==> config.mk <==
export PLATFORM = sky130hd
export DESIGN_NAME = openddr_cmd_queue_flat
export DESIGN_NICKNAME = d
export VERILOG_FILES = /design/src/rtl/openddr_cmd_queue_if.sv /design/src/rtl/openddr_cmd_queue.sv /design/src/flat_wrapper.sv
export SDC_FILE = /design/constraint.sdc
export NUM_CORES = 1
export LEC_CHECK = 0
export ABC_CLOCK_PERIOD_IN_PS = 8400
export BUFFER_PORTS_ARGS = -buffer_cell sky130_fd_sc_hd__buf_2
export CAP_MARGIN = 20
export CELL_PAD_IN_SITES_DETAIL_PLACEMENT = 1
export CELL_PAD_IN_SITES_GLOBAL_PLACEMENT = 2
export CORE_AREA = 2 2 267 216
export CTS_BUF_LIST = sky130_fd_sc_hd__clkbuf_8
export CTS_CLUSTER_DIAMETER = 30
export CTS_CLUSTER_SIZE = 8
export DETAILED_ROUTE_END_ITERATION = 8
export DIE_AREA = 0 0 269 218
export GPL_ROUTABILITY_DRIVEN = 0
export PLACE_DENSITY_LB_ADDON = 0.2
export RECOVER_POWER = 25
export SLEW_MARGIN = 20
export SYNTH_ARGS = -nofsm -noshare
export SYNTH_HDL_FRONTEND = slang
export SYNTH_SLANG_ARGS = --single-unit
==> constraint.sdc <==
create_clock -name clk -period 8.4 [get_ports clk]
set_input_delay 0 -clock clk [delete_from_list [all_inputs] [get_ports clk]]
set_output_delay 0 -clock clk [all_outputs]
set_load 0.02 [all_outputs]
==> src/rtl/openddr_cmd_queue_if.sv <==
// Request/command bus of the DDR command queue.
// master = AXI-side controller plus scheduler/PHY environment, slave = the queue.
interface openddr_cmd_queue_if #(
   parameter int ADDR_WIDTH = 40,
   parameter int ID_WIDTH   = 12,
   parameter int DEPTH      = 8
);
   localparam int CNT_W = $clog2(DEPTH) + 1;

   logic                  req_valid;
   logic                  req_ready;
   logic                  req_write;
   logic [ID_WIDTH-1:0]   req_id;
   logic [ADDR_WIDTH-1:0] req_addr;
   logic [7:0]            req_len;

   logic                  cmd_valid;
   logic                  cmd_ready;
   logic [2:0]            cmd_type;
   logic [2:0]            cmd_bank;
   logic [15:0]           cmd_row;
   logic [9:0]            cmd_col;
   logic [ID_WIDTH-1:0]   cmd_id;
   logic                  cmd_last;

   logic                  init_done;
   logic [CNT_W-1:0]      fifo_count;

   modport master (
      output req_valid, req_write, req_id, req_addr, req_len, cmd_ready, init_done,
      input  req_ready, cmd_valid, cmd_type, cmd_bank, cmd_row, cmd_col, cmd_id,
             cmd_last, fifo_count
   );

   modport slave (
      input  req_valid, req_write, req_id, req_addr, req_len, cmd_ready, init_done,
      output req_ready, cmd_valid, cmd_type, cmd_bank, cmd_row, cmd_col, cmd_id,
             cmd_last, fifo_count
   );
endinterface

==> src/rtl/openddr_cmd_queue.sv <==
// In-order DDR command queue: buffers burst requests and turns the head
// request into PRE/ACT/RD/WR commands using a per-bank open-row table.
//
// state  | meaning
// IDLE   | load head entry, then decide row hit / miss / closed bank
// PRE    | precharge presented for head bank (row miss)
// ACT    | activate presented for head bank/row
// XFER   | RD or WR beats presented, column counting up, cmd_last on final beat
module openddr_cmd_queue #(
   parameter int ADDR_WIDTH = 40,
   parameter int ID_WIDTH   = 12,
   parameter int DEPTH      = 8
) (
   input  logic                clk,
   input  logic                rst_n,
   openddr_cmd_queue_if.slave  bus
);
   localparam int PTR_W = $clog2(DEPTH);
   localparam int CNT_W = PTR_W + 1;

   localparam logic [2:0] T_NOP = 3'd0;
   localparam logic [2:0] T_ACT = 3'd1;
   localparam logic [2:0] T_RD  = 3'd2;
   localparam logic [2:0] T_WR  = 3'd3;
   localparam logic [2:0] T_PRE = 3'd4;

   typedef enum logic [1:0] {S_IDLE, S_PRE, S_ACT, S_XFER} state_t;

   // request storage keeps only the mapped address fields
   logic                r_mem_wr   [DEPTH];
   logic [ID_WIDTH-1:0] r_mem_id   [DEPTH];
   logic [2:0]          r_mem_bank [DEPTH];
   logic [15:0]         r_mem_row  [DEPTH];
   logic [9:0]          r_mem_col  [DEPTH];
   logic [7:0]          r_mem_len  [DEPTH];

   logic [PTR_W-1:0]    r_wr_ptr, r_rd_ptr;
   logic [CNT_W-1:0]    r_count;
   logic                r_live;

   state_t              r_state;
   logic                r_hd_ld;
   logic                r_hd_wr;
   logic [ID_WIDTH-1:0] r_hd_id;
   logic [2:0]          r_hd_bank;
   logic [15:0]         r_hd_row;
   logic [9:0]          r_hd_col;
   logic [7:0]          r_hd_len;
   logic [7:0]          r_beats;

   logic [7:0]          r_bank_open;
   logic [15:0]         r_bank_row [8];

   logic                r_cmd_valid;
   logic [2:0]          r_cmd_type;
   logic [2:0]          r_cmd_bank;
   logic [15:0]         r_cmd_row;
   logic [9:0]          r_cmd_col;
   logic [ID_WIDTH-1:0] r_cmd_id;
   logic                r_cmd_last;

   logic [ADDR_WIDTH-1:0] w_addr;
   logic                  w_unused_addr;
   logic                  w_push, w_pop;
   logic [2:0]            w_xfer_type;

   assign w_addr        = bus.req_addr;
   // only bits 31:3 carry the DRAM location; the rest are deliberately dropped
   assign w_unused_addr = ^w_addr;

   // r_live keeps req_ready low while reset is held
   assign bus.req_ready = r_live && (r_count < CNT_W'(DEPTH));
   assign w_push        = bus.req_valid && bus.req_ready;
   assign w_pop         = (r_state == S_XFER) && r_cmd_valid && bus.cmd_ready && r_cmd_last;
   assign w_xfer_type   = r_hd_wr ? T_WR : T_RD;

   assign bus.fifo_count = r_count;
   assign bus.cmd_valid  = r_cmd_valid;
   assign bus.cmd_type   = r_cmd_type;
   assign bus.cmd_bank   = r_cmd_bank;
   assign bus.cmd_row    = r_cmd_row;
   assign bus.cmd_col    = r_cmd_col;
   assign bus.cmd_id     = r_cmd_id;
   assign bus.cmd_last   = r_cmd_last;

   // FIFO pointers and occupancy; push and pop in one cycle cancel out
   always_ff @(posedge clk or negedge rst_n) begin
      if (!rst_n) begin
         r_wr_ptr <= '0;
         r_rd_ptr <= '0;
         r_count  <= '0;
         r_live   <= 1'b0;
      end else begin
         r_live <= 1'b1;
         if (w_push) r_wr_ptr <= r_wr_ptr + PTR_W'(1);
         if (w_pop)  r_rd_ptr <= r_rd_ptr + PTR_W'(1);
         if (w_push && !w_pop)      r_count <= r_count + CNT_W'(1);
         else if (w_pop && !w_push) r_count <= r_count - CNT_W'(1);
      end
   end

   // FIFO storage, address mapped on the way in
   always_ff @(posedge clk) begin
      if (w_push) begin
         r_mem_wr[r_wr_ptr]   <= bus.req_write;
         r_mem_id[r_wr_ptr]   <= bus.req_id;
         r_mem_bank[r_wr_ptr] <= w_addr[15:13];
         r_mem_row[r_wr_ptr]  <= w_addr[31:16];
         r_mem_col[r_wr_ptr]  <= w_addr[12:3];
         r_mem_len[r_wr_ptr]  <= bus.req_len;
      end
   end

   // issue FSM with registered command outputs and the open-row table
   always_ff @(posedge clk or negedge rst_n) begin
      if (!rst_n) begin
         r_state     <= S_IDLE;
         r_hd_ld     <= 1'b0;
         r_hd_wr     <= 1'b0;
         r_hd_id     <= '0;
         r_hd_bank   <= '0;
         r_hd_row    <= '0;
         r_hd_col    <= '0;
         r_hd_len    <= '0;
         r_beats     <= '0;
         r_bank_open <= '0;
         for (int i = 0; i < 8; i++) r_bank_row[i] <= '0;
         r_cmd_valid <= 1'b0;
         r_cmd_type  <= T_NOP;
         r_cmd_bank  <= '0;
         r_cmd_row   <= '0;
         r_cmd_col   <= '0;
         r_cmd_id    <= '0;
         r_cmd_last  <= 1'b0;
      end else begin
         case (r_state)
            S_IDLE: begin
               if (!r_hd_ld) begin
                  // registering the head first keeps the FIFO read off the decision path
                  if (r_count != '0) begin
                     r_hd_ld   <= 1'b1;
                     r_hd_wr   <= r_mem_wr[r_rd_ptr];
                     r_hd_id   <= r_mem_id[r_rd_ptr];
                     r_hd_bank <= r_mem_bank[r_rd_ptr];
                     r_hd_row  <= r_mem_row[r_rd_ptr];
                     r_hd_col  <= r_mem_col[r_rd_ptr];
                     r_hd_len  <= r_mem_len[r_rd_ptr];
                  end
               end else if (bus.init_done) begin
                  r_cmd_valid <= 1'b1;
                  r_cmd_bank  <= r_hd_bank;
                  r_cmd_row   <= r_hd_row;
                  r_cmd_col   <= r_hd_col;
                  r_cmd_id    <= r_hd_id;
                  r_beats     <= r_hd_len;
                  if (r_bank_open[r_hd_bank] && (r_bank_row[r_hd_bank] == r_hd_row)) begin
                     r_state    <= S_XFER;
                     r_cmd_type <= w_xfer_type;
                     r_cmd_last <= (r_hd_len == 8'd0);
                  end else if (r_bank_open[r_hd_bank]) begin
                     r_state    <= S_PRE;
                     r_cmd_type <= T_PRE;
                  end else begin
                     r_state    <= S_ACT;
                     r_cmd_type <= T_ACT;
                  end
               end
            end
            S_PRE: begin
               if (bus.cmd_ready) begin
                  r_bank_open[r_hd_bank] <= 1'b0;
                  r_state    <= S_ACT;
                  r_cmd_type <= T_ACT;
               end
            end
            S_ACT: begin
               if (bus.cmd_ready) begin
                  r_bank_open[r_hd_bank] <= 1'b1;
                  r_bank_row[r_hd_bank]  <= r_hd_row;
                  r_state    <= S_XFER;
                  r_cmd_type <= w_xfer_type;
                  r_cmd_last <= (r_hd_len == 8'd0);
               end
            end
            S_XFER: begin
               if (bus.cmd_ready) begin
                  if (r_cmd_last) begin
                     r_state     <= S_IDLE;
                     r_hd_ld     <= 1'b0;
                     r_cmd_valid <= 1'b0;
                     r_cmd_type  <= T_NOP;
                     r_cmd_bank  <= '0;
                     r_cmd_row   <= '0;
                     r_cmd_col   <= '0;
                     r_cmd_id    <= '0;
                     r_cmd_last  <= 1'b0;
                  end else begin
                     // column wraps 1023 -> 0 inside the same row
                     r_cmd_col  <= r_cmd_col + 10'd1;
                     r_beats    <= r_beats - 8'd1;
                     r_cmd_last <= (r_beats == 8'd1);
                  end
               end
            end
            default: r_state <= S_IDLE;
         endcase
      end
   end
endmodule

==> src/flat_wrapper.sv <==
// flat-port wrapper written by rule: the top's interface ports become plain ports
module openddr_cmd_queue_flat 
#(
   parameter int ADDR_WIDTH = 40,
   parameter int ID_WIDTH   = 12,
   parameter int DEPTH      = 8
)
  (clk, rst_n, bus_req_valid, bus_req_write, bus_req_id, bus_req_addr, bus_req_len, bus_cmd_ready, bus_init_done, bus_req_ready, bus_cmd_valid, bus_cmd_type, bus_cmd_bank, bus_cmd_row, bus_cmd_col, bus_cmd_id, bus_cmd_last, bus_fifo_count);
  openddr_cmd_queue_if #(.ADDR_WIDTH(ADDR_WIDTH), .ID_WIDTH(ID_WIDTH), .DEPTH(DEPTH)) bus_i ();
  input  logic clk;
  input  logic rst_n;
  input wire logic [$bits(bus_i.req_valid)-1:0] bus_req_valid;
  input wire logic [$bits(bus_i.req_write)-1:0] bus_req_write;
  input wire logic [$bits(bus_i.req_id)-1:0] bus_req_id;
  input wire logic [$bits(bus_i.req_addr)-1:0] bus_req_addr;
  input wire logic [$bits(bus_i.req_len)-1:0] bus_req_len;
  input wire logic [$bits(bus_i.cmd_ready)-1:0] bus_cmd_ready;
  input wire logic [$bits(bus_i.init_done)-1:0] bus_init_done;
  output wire logic [$bits(bus_i.req_ready)-1:0] bus_req_ready;
  output wire logic [$bits(bus_i.cmd_valid)-1:0] bus_cmd_valid;
  output wire logic [$bits(bus_i.cmd_type)-1:0] bus_cmd_type;
  output wire logic [$bits(bus_i.cmd_bank)-1:0] bus_cmd_bank;
  output wire logic [$bits(bus_i.cmd_row)-1:0] bus_cmd_row;
  output wire logic [$bits(bus_i.cmd_col)-1:0] bus_cmd_col;
  output wire logic [$bits(bus_i.cmd_id)-1:0] bus_cmd_id;
  output wire logic [$bits(bus_i.cmd_last)-1:0] bus_cmd_last;
  output wire logic [$bits(bus_i.fifo_count)-1:0] bus_fifo_count;
  assign bus_i.req_valid = bus_req_valid;
  assign bus_i.req_write = bus_req_write;
  assign bus_i.req_id = bus_req_id;
  assign bus_i.req_addr = bus_req_addr;
  assign bus_i.req_len = bus_req_len;
  assign bus_i.cmd_ready = bus_cmd_ready;
  assign bus_i.init_done = bus_init_done;
  assign bus_req_ready = bus_i.req_ready;
  assign bus_cmd_valid = bus_i.cmd_valid;
  assign bus_cmd_type = bus_i.cmd_type;
  assign bus_cmd_bank = bus_i.cmd_bank;
  assign bus_cmd_row = bus_i.cmd_row;
  assign bus_cmd_col = bus_i.cmd_col;
  assign bus_cmd_id = bus_i.cmd_id;
  assign bus_cmd_last = bus_i.cmd_last;
  assign bus_fifo_count = bus_i.fifo_count;
  openddr_cmd_queue #(.ADDR_WIDTH(ADDR_WIDTH), .ID_WIDTH(ID_WIDTH), .DEPTH(DEPTH)) u_core (.clk(clk), .rst_n(rst_n), .bus(bus_i));
endmodule
==> out/metrics.yaml <==
p_sw_mw: 3.67
fmax_ghz: 0.294
skew_ns: 0.0417
start_util_pct: 47.4
nFillCells: 5211
finalNonFillerCells: 2724
switching_share_pct: 32.6
ctsLongestPathBuffers: 3
final-setup-viol-count: 0
cp.required_ns: 9.03
grt_max_degree: 122
wl_um: 64000
vias: 15200
reg2reg_setup_slack_ns: 5.00
cts_max_level: 4
status: "finished clean"
critical_path_arrival_ns: 4.03
grt_pass1_wl_um: 99300
yosysSeqAreaShare_pct: 69.0
post-route-period-util_pct: 40.5
synthTopCellsByArea: "edfxtp_1, dfrtp_1, mux4_2, mux2_2, mux2i_1"
hold_class: "in -> reg"
root_buffer: "clkbuf_8"
antenna_found_initial: 8
start_kind: "register"
core_area_um2: 56100
r2r-start: "u_core.r_state[0]$_DFFE_PN0P_"
r2r-end: "u_core.r_beats[2]$_DFFE_PN0P_"
slew_headroom_pct: 19.6
die_x_um: 269
ys_ff_latch: 654
vias_per_cell: 5.56
crit_path_end: "u_core.r_beats[2]$_DFFE_PN0P_"
p_clk_share_pct: 31.5
ant_nets: 0
synth_edf_count: 400
cts_buffers: 131
drc: 0
p_per_area_nw_per_um2: 357
critPathLaunch: "u_core.r_state[0]$_DFFE_PN0P_"
syn_to_final_growth_pct: 18.7
synth_cell_types: 58
synth_nets: 1688
grt_pass1_vias: 16400
dieArea_um2: 58600
ys_warn_count: 0
worstPathMaxFanout: 22
p_seq_share_pct: 42.3
hold_viol: 0
finalSetupTns_ns: 0
synth_top_flop_cell: "edfxtp_1"
clkSinkCount: 654
dp_hpwl_um: 34900
syn_inst: 1609
rsz0062_at_grt: "no"
max_cap_viol_count: 0
portBuffers: 105
cp-end-kind: "register"
first_pass_iters: 4
r2r_cells: 9
utilization_pct: 56.3
placementRows: 78
postCtsResizedCells: 0
ios: 117
power_report.internal_total_mw: 7.61
nets: 1936
worstSkewPairLatency_ns: 0.77
most-common-layout-cells: "edfxtp_1, dfrtp_1, clkbuf_8"
synth_top_area_share_pct: 45.1
drive_gt1_share_pct: 29.7
async_reset_ff_share_pct: 38.8
worst_pin_slew_ns: 1.20
die_h_um: 218
routedWlPerCell_um: 23.5
peakVddDrop_mv: 0.168
final_common_cell: "edfxtp_1"
leakagePower_nw: 12.0
grt_overflow_total: 0
dp_cells: 2402
clk_pin_slew_worst_paths_ns: 0.06
critPathKind: "reg -> reg"
slew_viol_final: 0
synth_top_area_cell: "edfxtp_1"
synth.avg_cell_area_um2: 16.5
grt_usage_pct: 22.9
fin_crit_ns: 3.40
hold_buffers: 81
cts_tree: "yes"
synth_area_um2: 26600
drt_iter0_drc: 999
postCtsSetupBuffers: 0
combPwrFrac_pct: 26.2
[worst max-delay path, cell delays in order (launching register included)]
cell     delay [ns]
dfrtp_1        0.40
ha_1           0.47
buf_4          0.38
a22oi_2        0.33
o21ai_1        0.12
buf_4          0.22
a21oi_2        0.65
nand2_1        0.39
o22ai_1        0.24
a21oi_1        0.06
[power by group through the flow]
stage | clock, mW | combinational [mW] | sequential (mW)
after global routing | 3.79 | 3.28 | 4.88
after floorplan | 0 | 2.24 | 4.62
final | 3.55 | 2.96 | 4.77
after detailed placement | 0 | 2.95 | 4.82
after CTS | 3.64 | 3.01 | 4.77
after global placement | 0 | 2.86 | 4.77
[per-stage QoR]
step / worst slack [ns] / power, mW / hold WS (ns) / area [um^2]
after floorplan: 3.09 / 6.86 / -0.296 / 26600
after global placement: 5.01 / 7.64 / 0.143 / 27900
after detailed placement: 4.91 / 7.77 / 0.160 / 27900
after CTS: 4.92 / 11.4 / 0.00109 / 31600
after global routing: 4.67 / 11.9 / 0.158 / 31600
final: 5.00 / 11.3 / 0.165 / 31600
[synthesized netlist by cell type (8+ instances only)]
cell and n:
a21oi_1 86, a22oi_1 38, and3_1 15, buf_2 18, buf_4 8, clkbuf_1 60, dfrtp_1 254, edfxtp_1 400
ha_1 12, inv_1 13, mux2_2 136, mux2i_1 113, mux4_2 100, nand2_1 79, nand2b_1 14, nand3_1 12
nor2_1 76, nor2_2 8, nor3_1 11, o21ai_0 69, o22a_1 8, o22ai_1 9
[state kept, by name, indices dropped and copies added (netlist names), 4 cells and up, named ones only]
register	flops
u_core.bus.cmd_row	16
u_core.r_mem_wr	8
u_core.r_hd_col	10
u_core.bus.cmd_col	10
u_core.bus.cmd_id	12
u_core.r_mem_id	96
u_core.bus.fifo_count	4
u_core.r_mem_len	64
u_core.r_mem_bank	24
u_core.r_bank_row	128
u_core.r_mem_col	80
u_core.r_mem_row	128
u_core.r_hd_row	16
u_core.r_hd_id	12
u_core.r_beats	8
u_core.r_hd_len	8
[how the worst min path moves through the flow]
stage | start | end | slack, ns | depth (start not counted)
detailed placement | rst_n | u_core.bus.cmd_col[9]$_DFFE_PN0P_ | 0.16 | 1
global placement | rst_n | u_core.bus.cmd_col[9]$_DFFE_PN0P_ | 0.14 | 1
floorplan | rst_n | async pin | -0.30 | 0
global route | bus_req_addr[14] | u_core.r_mem_bank[2][1]$_DFFE_PP_ | 0.16 | 2
CTS | bus_req_addr[22] | u_core.r_mem_row[0][6]$_DFFE_PP_ | 0.001 | 2
finish | bus_req_len[2] | u_core.r_mem_len[0][2]$_DFFE_PP_ | 0.16 | 2
[kinds of logic after synthesis]
logic type,synth area share (%)
AO/OA/AOI/OAI,5.07
XOR/XNOR,0.263
adder cells (fa/ha/maj),0.639
buffers and inverters,2.20
flip-flops,69.0
multiplexers,18.5
other,0.0141
AND/OR/NAND/NOR,4.26
[area by class of cell]
class / instances / area (um^2) / area share [%]
repair buffers: 215 / 1560 / 4.93
flip-flops and latches: 654 / 18400 / 58.2
diodes: 3 / 7.51 / 0.0238
well taps: 760 / 951 / 3.01
multi-input cells: 841 / 7720 / 24.5
clock inverters: 84 / 801 / 2.54
clock buffers: 153 / 2110 / 6.67
inverters: 14 / 52.6 / 0.166
[metal layers]
metal	wire length (um)	share of wire, %	track usage, %	vias up
li1	-	-	-	6701
met1	29700	46	32.9	7967
met2	29700	46	34.4	366
met3	3060	4.8	4.79	115
met4	1510	2.4	9.11	6
met5	39	0.061	0	-
Power figures use the tool's default switching activity.
